===== config.mk =====
export PLATFORM = sky130hd
export DESIGN_NAME = sig_tx_framer
export DESIGN_NICKNAME = d
export VERILOG_FILES = /design/src/rtl/sig_tx_framer_pkg.sv /design/src/rtl/sig_tx_baud.sv /design/src/rtl/sig_tx_framer.sv
export SDC_FILE = /design/constraint.sdc
export NUM_CORES = 1
export LEC_CHECK = 0
export ABC_CLOCK_PERIOD_IN_PS = 4000
export CAP_MARGIN = 20
export CORE_MARGIN = 3
export CORE_UTILIZATION = 53
export DETAILED_ROUTE_END_ITERATION = 8
export GPL_TIMING_DRIVEN = 0
export PLACE_DENSITY = 0.74
export SLEW_MARGIN = 15
export SYNTH_ARGS = -nofsm -noshare
export SYNTH_HDL_FRONTEND = slang
export SYNTH_SLANG_ARGS = --single-unit

===== constraint.sdc =====
create_clock -name AXI_clk -period 4 [get_ports AXI_clk]
set_input_delay 0.8 -clock AXI_clk [delete_from_list [all_inputs] [get_ports AXI_clk]]
set_output_delay 0.8 -clock AXI_clk [all_outputs]
set_load 0.005 [all_outputs]

===== src/rtl/sig_tx_framer_pkg.sv =====
// Shared definitions for the optical-link TX framer: state encodings, SFD byte, and a sizing helper.
// The receiver imports the same package so both ends agree on the start-of-frame delimiter.
package sig_tx_framer_pkg;

    localparam logic [2:0] ST_IDLE     = 3'd0;
    localparam logic [2:0] ST_PREAMBLE = 3'd1;
    localparam logic [2:0] ST_SFD      = 3'd2;
    localparam logic [2:0] ST_DATA     = 3'd3;
    localparam logic [2:0] ST_GAP      = 3'd4;

    localparam logic [7:0] SFD_BYTE = 8'hD5;
    localparam int         SFD_BITS = 8;

    function automatic int max_int(input int a, input int b);
        return (a > b) ? a : b;
    endfunction

endpackage


===== src/rtl/sig_tx_baud.sv =====
// Line-bit timer: reloads to CLKS_PER_BIT-1 on restart or on each tick; tick fires when the count is zero.
// With CLKS_PER_BIT=1 the counter sits at zero and o_tick is high every cycle.
module sig_tx_baud
    import sig_tx_framer_pkg::*;
#(
    parameter int CLKS_PER_BIT = 1
) (
    input  logic i_clk,
    input  logic i_rstn,
    input  logic i_restart,
    output logic o_tick
);

    localparam int                CNT_W  = max_int(1, $clog2(CLKS_PER_BIT + 1));
    localparam logic [CNT_W-1:0] RELOAD = CNT_W'(CLKS_PER_BIT - 1);

    logic [CNT_W-1:0] r_cnt;

    assign o_tick = (r_cnt == '0);

    always_ff @(posedge i_clk) begin
        if (!i_rstn) begin
            r_cnt <= RELOAD;
        end else if (i_restart || o_tick) begin
            r_cnt <= RELOAD;
        end else begin
            r_cnt <= r_cnt - 1'b1;
        end
    end

endmodule


===== src/rtl/sig_tx_framer.sv =====
// Serialises framed bytes onto the laser drive line: preamble, SFD, payload MSB first, then an idle gap.
// A single-entry hold register decouples the AXI-side handshake from the bit shifter.
module sig_tx_framer
    import sig_tx_framer_pkg::*;
#(
    parameter int   DATA_W       = 8,
    parameter int   CLKS_PER_BIT = 1,
    parameter int   PREAMBLE_LEN = 16,
    parameter int   GAP_BITS     = 8,
    parameter logic IDLE_LEVEL   = 1'b0
) (
    input  logic              AXI_clk,
    input  logic              AXI_rstn,
    input  logic [DATA_W-1:0] tx_data,
    input  logic              tx_valid,
    input  logic              tx_last,
    output logic              tx_ready,
    output logic              sig_out,
    output logic              busy,
    output logic              underrun
);

    localparam int BC_MAX = max_int(max_int(PREAMBLE_LEN, GAP_BITS), max_int(DATA_W, SFD_BITS));
    localparam int BC_W   = $clog2(BC_MAX + 1);

    logic [2:0]        r_state;
    logic [BC_W-1:0]   r_bit_cnt;
    logic              r_sig_out;
    logic              r_underrun;
    logic              r_hold_full;
    logic [DATA_W-1:0] r_hold_data;
    logic              r_hold_last;
    logic [DATA_W-1:0] r_shift;
    logic              r_cur_last;
    logic [7:0]        r_sfd;

    logic w_tick;
    logic w_tx_ready;
    logic w_load;
    logic w_drain;
    logic w_pre_end;
    logic w_sfd_end;
    logic w_word_end;
    logic w_gap_end;

    sig_tx_baud #(
        .CLKS_PER_BIT(CLKS_PER_BIT)
    ) u_baud (
        .i_clk    (AXI_clk),
        .i_rstn   (AXI_rstn),
        .i_restart(r_state == ST_IDLE),
        .o_tick   (w_tick)
    );

    // Ready is forced low while reset is held, not just after the hold register clears.
    assign w_tx_ready = AXI_rstn & ~r_hold_full;
    assign w_load     = tx_valid & w_tx_ready;

    assign w_pre_end  = (r_bit_cnt == BC_W'(PREAMBLE_LEN));
    assign w_sfd_end  = (r_bit_cnt == BC_W'(SFD_BITS));
    assign w_word_end = (r_bit_cnt == BC_W'(DATA_W));
    assign w_gap_end  = (r_bit_cnt == BC_W'(GAP_BITS));

    assign w_drain = w_tick & (((r_state == ST_SFD) & w_sfd_end) |
                               ((r_state == ST_DATA) & w_word_end & ~r_cur_last & r_hold_full));

    assign tx_ready = w_tx_ready;
    assign sig_out  = r_sig_out;
    assign busy     = (r_state != ST_IDLE);
    assign underrun = r_underrun;

    always_ff @(posedge AXI_clk) begin
        if (!AXI_rstn) begin
            r_state     <= ST_IDLE;
            r_bit_cnt   <= '0;
            r_sig_out   <= IDLE_LEVEL;
            r_underrun  <= 1'b0;
            r_hold_full <= 1'b0;
        end else begin
            r_underrun  <= 1'b0;
            r_hold_full <= w_load | (r_hold_full & ~w_drain);
            case (r_state)
                ST_IDLE: begin
                    r_sig_out <= IDLE_LEVEL;
                    if (r_hold_full) begin
                        r_state   <= ST_PREAMBLE;
                        r_sig_out <= 1'b1;
                        r_bit_cnt <= BC_W'(1);
                    end
                end
                ST_PREAMBLE: if (w_tick) begin
                    if (w_pre_end) begin
                        r_state   <= ST_SFD;
                        r_sig_out <= SFD_BYTE[7];
                        r_bit_cnt <= BC_W'(1);
                    end else begin
                        r_sig_out <= ~r_sig_out;
                        r_bit_cnt <= r_bit_cnt + 1'b1;
                    end
                end
                ST_SFD: if (w_tick) begin
                    if (w_sfd_end) begin
                        r_state   <= ST_DATA;
                        r_sig_out <= r_hold_data[DATA_W-1];
                        r_bit_cnt <= BC_W'(1);
                    end else begin
                        r_sig_out <= r_sfd[7];
                        r_bit_cnt <= r_bit_cnt + 1'b1;
                    end
                end
                ST_DATA: if (w_tick) begin
                    if (!w_word_end) begin
                        r_sig_out <= r_shift[DATA_W-1];
                        r_bit_cnt <= r_bit_cnt + 1'b1;
                    end else if (w_drain) begin
                        r_sig_out <= r_hold_data[DATA_W-1];
                        r_bit_cnt <= BC_W'(1);
                    end else begin
                        // Either a clean end of frame or an abort because no next word was waiting.
                        r_state    <= ST_GAP;
                        r_sig_out  <= IDLE_LEVEL;
                        r_bit_cnt  <= BC_W'(1);
                        r_underrun <= ~r_cur_last;
                    end
                end
                ST_GAP: begin
                    r_sig_out <= IDLE_LEVEL;
                    if (w_tick) begin
                        if (w_gap_end) begin
                            r_state <= ST_IDLE;
                        end else begin
                            r_bit_cnt <= r_bit_cnt + 1'b1;
                        end
                    end
                end
                default: begin
                    r_state   <= ST_IDLE;
                    r_sig_out <= IDLE_LEVEL;
                end
            endcase
        end
    end

    // NOTE: datapath registers are not reset; they are only read after the control path has loaded them.
    always_ff @(posedge AXI_clk) begin
        if (w_load) begin
            r_hold_data <= tx_data;
            r_hold_last <= tx_last;
        end
        if (w_drain) begin
            r_shift    <= r_hold_data << 1;
            r_cur_last <= r_hold_last;
        end else if (w_tick && r_state == ST_DATA) begin
            r_shift <= r_shift << 1;
        end
        if (w_tick && r_state == ST_PREAMBLE && w_pre_end) begin
            r_sfd <= SFD_BYTE << 1;
        end else if (w_tick && r_state == ST_SFD) begin
            r_sfd <= r_sfd << 1;
        end
    end

endmodule


==> reports/qor.tcl, run 1 <==
set qor(diodes) 0
set qor(post-route-drc-count) 0
set qor(finalCritPeriodShare_pct) 76.5
set qor(synth_flop_cell) {sky130_fd_sc_hd__dfxtp_1}
set qor(cp_slowest_stage_delay_ns) 0.60
set qor(design.portCount) 16
set qor(synth_area_leader_cell) {sky130_fd_sc_hd__edfxtp_1}
set qor(mostFrequentLayoutCells) {sky130_fd_sc_hd__nand2_1, sky130_fd_sc_hd__dfxtp_1, sky130_fd_sc_hd__edfxtp_1}
set qor(cts_resized) 0
set qor(post-route-min-period_ns) 3.06
set qor(clk_latency_ns) 0.33
set qor(ordered_cell_list_for_the_critical_path) {clkdlybuf4s50_1 > inv_1 > nor2_1 > clkdlybuf4s50_1}
set qor(first_pass_iters) 4
set qor(synth.top_cell.area_share_pct) 30.4
set qor(report.final.slew_viol_count) 0
set qor(vias_in_the_first_global_route) 1198
set qor(critical_path_cell_count) 4
set qor(avgSynthCellArea_um2) 10.5
set qor(worstHoldPathCells) 1
set qor(gr-usage-all-layers_pct) 17.3
set qor(cts_root_buffer) {sky130_fd_sc_hd__clkbuf_4}
set qor(die_h_um) 62.3
set qor(fraction_of_final_layout_cells_sized_beyond_drive_strength_1_pct) 12.6
set qor(worst_setup_hold_path_clk_slew_ns) 0.12
set qor(timing.setup.tns_ns) 0
set qor(postCtsSetupBuffers) 0
set qor(finalNetCount) 196
set qor(grt-busiest-layer) {met2}
set qor(p_seq_share_pct) 49.0
set qor(p_per_area_mw_per_mm2) 430
set qor(row_count) 19
set qor(critical_path.n_buffers_inverters) 3
set qor(combinationalPowerShare_pct) 21.4
set qor(postSynthCellCount) 160
set qor(dieWidth_um) 62.3
set qor(cts_tree) {built}
set qor(detailedPlacementHpwl_um) 2140
set qor(core-area_mm2) 0.00288
set qor(die_footprint_mm2) 0.00388
set qor(criticalPathCategory) {primary input to output pin}
set qor(final_common_cell) {sky130_fd_sc_hd__nand2_1}
set qor(crit_family) {buffers and inverters}
set qor(cp_common_cell) {sky130_fd_sc_hd__clkdlybuf4s50_1}
set qor(slew_headroom_pct) 50.9
set qor(rsz0062_at_grt) {no}
set qor(switching_power_total_uw) 231
set qor(worst_path_maximum_fanout) 6
set qor(initial_util_pct) 58.4
set qor(worst_ep_required_time_ns) 3.20
set qor(drv.max_cap_violation_count) 0
set qor(clock.fmax_mhz) 327
set qor(fillerInstances) 250
set qor(cp_slowest_cell) {sky130_fd_sc_hd__clkdlybuf4s50_1}
set qor(io_buffer_count) 15
set qor(grt.met1_usage_pct) 22.1
set qor(timing.final.setup_violations) 0
set qor(grt_start_max_net_pins) 12
set qor(cts_hold_buffers) 0
set qor(mappedNetlistArea_mm2) 0.00168
set qor(rr_worst_depth) 8
set qor(pwr-share-clk_pct) 29.6
set qor(met3_usage_pct) 4.68
set qor(startpoint_class_of_the_critical_path) {primary input}
set qor(synth_edf_count) 17
set qor(cp_data_arrival_time_ns) 2.26
set qor(detail_route.wl_per_cell_um) 13.4
set qor(p_sw_share_pct) 27.4
set qor(vdd_drop_max_mv) 0.283
set qor(synth-seq-area-share_pct) 53.1
set qor(drt-total-wl_um) 3020
set qor(power.internal_uw) 612
set qor(synth_seq_cells) 36
set qor(postSynthNetCount) 174
set qor(antenna_violations_before_repair) 0
set qor(cts-htree-levels) 2
set qor(dr.first_iter.drc_count) 80
set qor(endpoint_kind) {output pin}
set qor(vias_per_cell) 5.62
set qor(status) {finished, final reports clean}
set qor(synth.distinct_cells) 41
set qor(yosysWarningCount) 0
set qor(num_vias) 1264
set qor(place.gp.congestion) 0.901
set qor(worst_pin_slew_ns) 0.737
set qor(area.growth.synth_to_final_pct) 16.6
set qor(timing_hold_violations_final) 0
set qor(hp-class) {register to register}
set qor(skew_ns) 0.0187
set qor(clk_path_buf_depth) 2
set qor(tritoncts_num_sinks) 36
set qor(async_flop_share_pct) 0
set qor(antenna_left) 0
set qor(global_route_wire_length_before_repair_um) 5330
set qor(hold-worst-slack_ns) 0.413
set qor(met2_demand_to_capacity_share_in_global_routing_pct) 27.4
set qor(post_synth_main_area_contributors) {sky130_fd_sc_hd__edfxtp_1, sky130_fd_sc_hd__dfxtp_1, sky130_fd_sc_hd__mux2_4}
set qor(cts-buffers-inserted) 5
set qor(power_leakage_uw) 0.000700
set qor(grt_remaining_overflow) 0
registers in the layout, summed over array words and instances, names as in the netlist:
name and flops:
r_cur_last 1, underrun 1, r_bit_cnt 5, r_state 3
sig_out 1, r_sfd 7, r_shift 7, r_hold_data 8
r_hold_full 1, u_baud.r_cnt 1, r_hold_last 1
synth_stat cells, types with 2 or more instances:
cell type	number
sky130_fd_sc_hd__nand2_1	21
sky130_fd_sc_hd__dfxtp_1	19
sky130_fd_sc_hd__edfxtp_1	17
sky130_fd_sc_hd__nand3_1	12
sky130_fd_sc_hd__nor2_1	9
sky130_fd_sc_hd__a21oi_1	8
sky130_fd_sc_hd__inv_1	7
sky130_fd_sc_hd__nand2b_1	7
sky130_fd_sc_hd__mux2_4	6
sky130_fd_sc_hd__nand4_1	5
sky130_fd_sc_hd__nor3_1	4
sky130_fd_sc_hd__o211ai_1	4
sky130_fd_sc_hd__buf_2	3
sky130_fd_sc_hd__clkbuf_1	3
sky130_fd_sc_hd__and2_1	2
sky130_fd_sc_hd__ha_1	2
sky130_fd_sc_hd__o21a_1	2
sky130_fd_sc_hd__o21ai_0	2
sky130_fd_sc_hd__o311ai_0	2
sky130_fd_sc_hd__o311ai_1	2
sky130_fd_sc_hd__or3_1	2
sky130_fd_sc_hd__or3b_4	2
power groups by stage:
stage	Clock (µW)	Combinational, µW	Sequential [µW]
floorplan	0	126	419
global placement	0	174	420
detailed placement	0	179	421
CTS	258	181	413
global route	278	200	415
finish	250	180	413
per-layer routing:
metal | vias to the layer above | wire length, µm
met5 | - | 0
met4 | 0 | 30
met3 | 4 | 243
met2 | 54 | 1450
met1 | 576 | 1290
li1 | 630 | -
path summary, 6_finish.rpt:
path,startpoint,end,slack [ns]
setup / recovery,AXI_rstn,tx_ready,0.94
hold / removal,r_cur_last$_DFFE_PN_,underrun$_SDFF_PP0_,0.41
setup reg to reg,r_bit_cnt[0]$_SDFFE_PN0P_,r_bit_cnt[0]$_SDFFE_PN0P_,1.98
hold reg to reg,r_cur_last$_DFFE_PN_,underrun$_SDFF_PP0_,0.41
worst reg2reg max path: cells and delay by family, from the launching register on:
kind,cells,cell delay [ns]
buffers and inverters,2,0.27
and+or+nand+nor,3,0.83
DFF,1,0.36
adders and majority gates,1,0.19
AOI/OAI and AO/OA,2,0.30
stage by stage:
step                setup slack, ns  instance area (µm²)  power (µW)  cells  util (%)
CTS                           0.943                 1960         851    225      68.1
global placement              0.956                 1880         594    217      65.4
finish                        0.941                 1960         843    225      68.1
detailed placement            0.960                 1880         600    217      65.4
floorplan                      2.20                 1680         544    160         -
global route                  0.849                 1960         893    225      68.1
area by class of cell:
type | count | area (µm²) | share of cell area [%]
Inverter | 7 | 26.3 | 1.34
Timing Repair Buffer | 15 | 150 | 7.67
Clock inverter | 2 | 35.0 | 1.79
Sequential cell | 36 | 891 | 45.5
Clock buffer | 6 | 41.3 | 2.11
Tap cell | 42 | 52.6 | 2.68
Buffer | 6 | 26.3 | 1.34
Multi-Input combinational cell | 111 | 736 | 37.6
cell families (layout without fill, tap and decap cells):
logic type | after synthesis | in the layout | synth area share (%)
buf+inv | 13 | 36 | 3.13
other cells | 1 | 1 | 0.223
compound gates | 26 | 26 | 11.6
simple gates | 75 | 75 | 24.5
fa+ha+maj | 2 | 2 | 1.49
mux | 7 | 7 | 5.96
flops | 36 | 36 | 53.1
Note: power is estimated with default switching activity, not from simulation.
==> inputs of run 2 (changes only) <==
--- a/config.mk
+++ b/config.mk
@@ -5,13 +5,13 @@
 export SDC_FILE = /design/constraint.sdc
 export NUM_CORES = 1
 export LEC_CHECK = 0
-export ABC_CLOCK_PERIOD_IN_PS = 4000
+export ABC_CLOCK_PERIOD_IN_PS = 2500
 export CAP_MARGIN = 20
 export CORE_MARGIN = 3
-export CORE_UTILIZATION = 53
+export CORE_UTILIZATION = 50
 export DETAILED_ROUTE_END_ITERATION = 8
 export GPL_TIMING_DRIVEN = 0
-export PLACE_DENSITY = 0.74
+export PLACE_DENSITY = 0.73
 export SLEW_MARGIN = 15
 export SYNTH_ARGS = -nofsm -noshare
 export SYNTH_HDL_FRONTEND = slang
==> constraint.sdc (replaced) <==
create_clock -name AXI_clk -period 2.5 [get_ports AXI_clk]
set_input_delay 0.5 -clock AXI_clk [delete_from_list [all_inputs] [get_ports AXI_clk]]
set_output_delay 0.5 -clock AXI_clk [all_outputs]
set_load 0.005 [all_outputs]
==> run 2 against run 1 <==
Design area shrank 1.1%. Count of clock-buffer cells in the layout is the same. Worst setup slack got worse by 0.81 ns. Register-to-register slack got worse by 1.5 ns. Die area rose by 5.4%. Clock skew is 0.012 ns lower. Critical path type unchanged.
==> reports/qor.tcl, run 2 (synthesized netlist as in run 1, its figures left out) <==
set qor(worst_ep_required_time_ns) 2.00
set qor(cts-buffers-inserted) 5
set qor(final-instance-count-excl-fill) 227
set qor(vdd_drop_max_mv) 0.487
set qor(worst_pin_slew_ns) 0.698
set qor(final_common_cell) {sky130_fd_sc_hd__nand2_1}
set qor(grt_remaining_overflow) 0
set qor(multi_input_gate_area_in_the_final_layout_um2) 736
set qor(core-area_mm2) 0.00313
set qor(fillerInstances) 281
set qor(largest_register_ff_count) 8
set qor(cts_tree) {built}
set qor(io_buffer_count) 15
set qor(design_area_mm2) 0.00194
set qor(fraction_of_final_layout_cells_sized_beyond_drive_strength_1_pct) 12.6
set qor(worst_setup_hold_path_clk_slew_ns) 0.10
set qor(report.final.slew_viol_count) 0
set qor(vias_in_the_first_global_route) 1181
set qor(vias_per_cell) 5.73
set qor(timing_hold_violations_final) 0
set qor(grt_start_max_net_pins) 12
set qor(area.growth.synth_to_final_pct) 15.4
set qor(die_h_um) 64.0
set qor(seqCellArea_um2) 891
set qor(placed_cells_incl_taps) 219
set qor(finalCritPeriodShare_pct) 94.7
set qor(place.gp.congestion) 0.931
set qor(area_post_placement_mm2) 0.00188
set qor(mostFrequentLayoutCells) {sky130_fd_sc_hd__nand2_1, sky130_fd_sc_hd__dfxtp_1, sky130_fd_sc_hd__edfxtp_1}
set qor(drt-total-wl_um) 3230
set qor(clock.fmax_mhz) 422
set qor(dieWidth_um) 64.0
set qor(power.total_uw) 1250
set qor(cts_hold_buffers) 0
set qor(detailedPlacementHpwl_um) 2310
set qor(global_route_wire_length_before_repair_um) 5380
set qor(timing.final.setup_violations) 0
set qor(dr.first_iter.drc_count) 87
set qor(rsz0062_at_grt) {no}
set qor(tritoncts_num_sinks) 36
set qor(clk_path_buf_depth) 2
set qor(worst_path_maximum_fanout) 6
set qor(status) {finished, final reports clean}
set qor(design.portCount) 16
set qor(gr-usage-all-layers_pct) 17.1
set qor(criticalPathCategory) {primary input to output pin}
set qor(post-route-min-period_ns) 2.37
set qor(antenna_violations_before_repair) 0
set qor(diodes) 0
set qor(timing.setup.tns_ns) 0
set qor(biggestRegsByFlops) {r_hold_data: 8 flops, r_sfd: 7 flops, r_shift: 7 flops}
set qor(endpoint_kind) {output pin}
set qor(finalNetCount) 196
set qor(clk_latency_ns) 0.33
set qor(post-route-drc-count) 0
set qor(hp-class) {register to register}
set qor(row_count) 20
set qor(num_vias) 1300
set qor(antenna_left) 0
set qor(cts_root_buffer) {sky130_fd_sc_hd__clkbuf_4}
set qor(cts-htree-levels) 2
set qor(detail_route.wl_per_cell_um) 14.2
set qor(slew_headroom_pct) 53.5
set qor(drv.max_cap_violation_count) 0
set qor(final_core_utilization_pct) 61.9
set qor(power_leakage_uw) 0.000683
set qor(p_per_area_mw_per_mm2) 646
set qor(skew_ns) 0.00701
set qor(cp_data_arrival_time_ns) 1.87
set qor(first_pass_iters) 5
set qor(die_footprint_mm2) 0.00409
set qor(largest-register) {r_hold_data}
set qor(initial_util_pct) 53.7
set qor(startpoint_class_of_the_critical_path) {primary input}
==> run 2: cell count changes in the layout (fill, tap and decap cells not counted) <==
cell and change:
sky130_fd_sc_hd__clkinvlp_4 +1, sky130_fd_sc_hd__clkinv_1 +1, sky130_fd_sc_hd__inv_2 +1, sky130_fd_sc_hd__clkinv_2 -1
sky130_fd_sc_hd__inv_1 -1, sky130_fd_sc_hd__bufinv_16 -1
==> run 2: repair_timing <==
item | CTS | global route
buffers inserted | 0 | 0
resized for setup | 0 | 1
endpoints found under the hold margin | 0 | 0
endpoints found under the setup margin | 0 | 1
==> run 2: path summary, 6_finish.rpt <==
check,startpoint,end,slack (ns),cells after the start
max,AXI_rstn,tx_ready,0.13,4
min,r_hold_last$_DFFE_PP_,r_cur_last$_DFFE_PN_,0.43,0
max reg2reg,r_bit_cnt[0]$_SDFFE_PN0P_,r_shift[3]$_DFFE_PP_,0.49,6
min reg2reg,r_hold_last$_DFFE_PP_,r_cur_last$_DFFE_PN_,0.43,0
==> run 2: metal layers <==
metal | vias up | global-route usage (%) | routed length (µm)
met5 | - | 0 | 0
met4 | 0 | 5.93 | 39
met3 | 9 | 4.39 | 216
met2 | 57 | 28.0 | 1590
met1 | 606 | 22.0 | 1390
li1 | 628 | - | -
==> run 2: power by group <==
group / leakage (µW) / internal [µW] / switching [µW]
combinational: 0.000356 / 127 / 170
sequential: 0.000301 / 642 / 19.1
clock: 0.0000259 / 107 / 186
==> run 2: area by class of cell <==
cell class                      count  share of cell area [%]
Clock inverter                      2                   0.581
Sequential cell                    36                    46.0
Tap cell                           44                    2.84
Inverter                            7                    1.36
Multi-Input combinational cell    111                    38.0
Timing Repair Buffer               15                    7.75
Buffer                              6                    1.36
Clock buffer                        6                    2.13
==> run 2: through the flow <==
step                      hold slack [ns]  worst slack [ns]
after global routing                0.436            0.0491
after CTS                           0.430            0.0583
after global placement              0.405            0.0720
after floorplan                     0.400             0.701
final                               0.427             0.133
after detailed placement            0.405            0.0726
==> run 2: critical path, stage by stage <==
cell and delay [ns]:
sky130_fd_sc_hd__clkdlybuf4s50_1 0.59, sky130_fd_sc_hd__inv_2 0.12, sky130_fd_sc_hd__nor2_1 0.13, sky130_fd_sc_hd__clkdlybuf4s50_1 0.52
==> inputs of run 3 (changes only) <==
--- a/config.mk
+++ b/config.mk
@@ -7,6 +7,7 @@
 export LEC_CHECK = 0
 export ABC_CLOCK_PERIOD_IN_PS = 2500
 export CAP_MARGIN = 20
+export CORE_ASPECT_RATIO = 1.4
 export CORE_MARGIN = 3
 export CORE_UTILIZATION = 50
 export DETAILED_ROUTE_END_ITERATION = 8
==> run 3 against run 2 <==
Via count shrank 2.6%. Fmax shrank 0.32%. Combinational power down 2%. Sequential power about the same. Critical path depth unchanged. Non-clock buffer count unchanged. Sequential share of layout area down 0.67 points. Final cell count fell by 2.2%. Design area rose by 1.5%. Register-to-register slack improved by 0.03 ns. Global-route usage increased by 1.1 points. Critical path type unchanged. Critical endpoint unchanged. Largest cell class unchanged. Highest routed layer unchanged.
==> reports/qor.tcl, run 3 (synthesized netlist as in run 1, its figures left out) <==
set qor(gr-usage-all-layers_pct) 18.3
set qor(num_vias) 1266
set qor(core-area_mm2) 0.00315
set qor(worst_ep_required_time_ns) 2.00
set qor(timing.final.setup_violations) 0
set qor(rr_worst_depth) 7
set qor(finalCritPeriodShare_pct) 95.0
set qor(initial_util_pct) 53.3
set qor(timing_hold_violations_final) 0
set qor(seqCellArea_um2) 891
set qor(hp-start) {r_hold_last$_DFFE_PP_}
set qor(area.growth.synth_to_final_pct) 17.1
set qor(post-route-drc-count) 0
set qor(critical_path.n_buffers_inverters) 3
set qor(cp_slowest_stage_delay_ns) 0.59
set qor(clk_latency_ns) 0.29
set qor(die_footprint_mm2) 0.00410
set qor(cp_common_cell) {sky130_fd_sc_hd__clkdlybuf4s50_1}
set qor(vdd_drop_max_mv) 0.522
set qor(diodes) 0
set qor(die_h_um) 74.6
set qor(dr.first_iter.drc_count) 33
set qor(cts_tree) {built}
set qor(vias_in_the_first_global_route) 1190
set qor(hold-worst-slack_ns) 0.430
set qor(final_common_cell) {sky130_fd_sc_hd__nand2_1}
set qor(pwr-share-clk_pct) 29.6
set qor(largest_register_ff_count) 8
set qor(multi_input_gate_area_in_the_final_layout_um2) 736
set qor(antenna_left) 0
set qor(finalNetCount) 196
set qor(tritoncts_num_sinks) 36
set qor(detail_route.wl_per_cell_um) 14.2
set qor(drt-total-wl_um) 3150
set qor(critical_path_cell_count) 4
set qor(worst_path_maximum_fanout) 6
set qor(row_count) 24
set qor(rsz0062_at_grt) {no}
set qor(antenna_violations_before_repair) 0
set qor(worst_setup_hold_path_clk_slew_ns) 0.07
set qor(cts_root_buffer) {sky130_fd_sc_hd__clkbuf_8}
set qor(worst_pin_slew_ns) 0.690
set qor(endpoint_kind) {output pin}
set qor(fraction_of_final_layout_cells_sized_beyond_drive_strength_1_pct) 13.7
set qor(p_seq_share_pct) 48.9
set qor(dieWidth_um) 55.0
set qor(grt_start_max_net_pins) 13
set qor(biggestRegsByFlops) {r_hold_data: 8 flops, r_sfd: 7 flops, r_shift: 7 flops}
set qor(post-route-min-period_ns) 2.37
set qor(skew_ns) 0.00801
set qor(switching_power_total_uw) 388
set qor(ordered_cell_list_for_the_critical_path) {clkdlybuf4s50_1 > inv_2 > nor2_1 > clkdlybuf4s50_1}
set qor(power.internal_uw) 963
set qor(io_buffer_count) 15
set qor(cp_data_arrival_time_ns) 1.87
set qor(crit_family) {buffers and inverters}
set qor(place.gp.congestion) 0.875
set qor(criticalPathCategory) {primary input to output pin}
set qor(capturing_point_of_the_worst_reg2reg_path) {r_bit_cnt[0]$_SDFFE_PN0P_}
set qor(slew_headroom_pct) 54.0
set qor(detailedPlacementHpwl_um) 2290
set qor(cts-htree-levels) 2
set qor(global_route_wire_length_before_repair_um) 5350
set qor(grt_remaining_overflow) 0
set qor(vias_per_cell) 5.70
set qor(mostFrequentLayoutCells) {sky130_fd_sc_hd__nand2_1, sky130_fd_sc_hd__dfxtp_1, sky130_fd_sc_hd__edfxtp_1}
set qor(p_per_area_mw_per_mm2) 687
set qor(clk_path_buf_depth) 2
set qor(largest-register) {r_hold_data}
set qor(clock.fmax_mhz) 421
set qor(ff2ff_setup_slack_ns) 0.52
set qor(fillerInstances) 277
set qor(power_leakage_uw) 0.000705
set qor(cts-buffers-inserted) 5
set qor(timing.rr.start) {r_bit_cnt[0]$_SDFFE_PN0P_}
set qor(report.final.slew_viol_count) 0
set qor(cp_slowest_cell) {sky130_fd_sc_hd__clkdlybuf4s50_1}
set qor(p_sw_share_pct) 28.7
set qor(timing.setup.tns_ns) 0
set qor(hp-class) {register to register}
set qor(combinationalPowerShare_pct) 21.5
set qor(startpoint_class_of_the_critical_path) {primary input}
set qor(design.portCount) 16
set qor(drv.max_cap_violation_count) 0
set qor(worstHoldPathCells) 0
set qor(timing.hold.worst_endpoint) {r_cur_last$_DFFE_PN_}
set qor(first_pass_iters) 4
set qor(status) {finished, final reports clean}
==> run 3: changes by cell type in the layout (fill, tap and decap cells not counted) <==
cell / previous run / this run
sky130_fd_sc_hd__clkinv_4: 0 / 1
sky130_fd_sc_hd__clkinv_1: 1 / 0
sky130_fd_sc_hd__clkbuf_4: 5 / 0
sky130_fd_sc_hd__clkinv_2: 0 / 2
sky130_fd_sc_hd__clkbuf_8: 0 / 5
sky130_fd_sc_hd__clkbuf_1: 4 / 3
sky130_fd_sc_hd__clkinvlp_4: 1 / 0
==> run 3: worst max path at each step <==
stage	endpoint	slack, ns	startpoint
floorplan	r_shift[2]$_DFFE_PP_	0.70	r_state[1]$_SDFFE_PN0P_
global placement	tx_ready	0.06	AXI_rstn
detailed placement	tx_ready	0.06	AXI_rstn
CTS	tx_ready	0.06	AXI_rstn
global route	tx_ready	0.04	AXI_rstn
finish	tx_ready	0.13	AXI_rstn
==> run 3: what timing repair did <==
action,4_1_cts,5_1_grt
endpoints found under the hold margin,0,0
hold buffers,0,0
setup buffers,0,0
setup endpoints to repair,0,1
resized for setup,0,1
==> run 3: layout make-up <==
class / count / area share, %
timing repair buffer: 15 / 7.64
inverter: 7 / 1.34
clock buffer: 5 / 3.50
multi-input combinational: 111 / 37.4
buffer: 6 / 1.34
tap: 39 / 2.48
sequential: 36 / 45.3
clock inverter: 3 / 0.955
==> run 3: worst reg2reg max path: stages, from the launching register on <==
cell                       delay, ns
sky130_fd_sc_hd__dfxtp_1        0.40
sky130_fd_sc_hd__inv_1          0.06
sky130_fd_sc_hd__ha_1           0.21
sky130_fd_sc_hd__and4bb_1       0.27
sky130_fd_sc_hd__o21a_1         0.20
sky130_fd_sc_hd__o21ai_1        0.44
sky130_fd_sc_hd__and3_1         0.24
sky130_fd_sc_hd__nor3_1         0.05
==> run 3: layer usage <==
layer  up-vias  track usage [%]  part of all wire, %
li1        623                -                    -
met1       610             23.3                   43
met2        25             28.6                   52
met5         -                0                    0
met4         0             7.30                  2.3
met3         8             5.41                  3.0
==> run 3: power by group through the flow <==
stage | registers [µW] | logic [µW] | clock network, µW
final | 661 | 291 | 399
after global routing | 664 | 327 | 436
after CTS | 661 | 289 | 413
after detailed placement | 674 | 288 | 0
after global placement | 673 | 281 | 0
after floorplan | 670 | 201 | 0
==> run 3: through the flow <==
stage,cell area (µm²),setup WS [ns],instances,utilization [%],total power [µW]
floorplan,1680,0.701,160,-,871
global placement,1880,0.0611,214,59.6,953
detailed placement,1880,0.0612,214,59.6,962
CTS,1970,0.0615,222,62.3,1360
global route,1970,0.0444,222,62.3,1430
finish,1970,0.125,222,62.3,1350
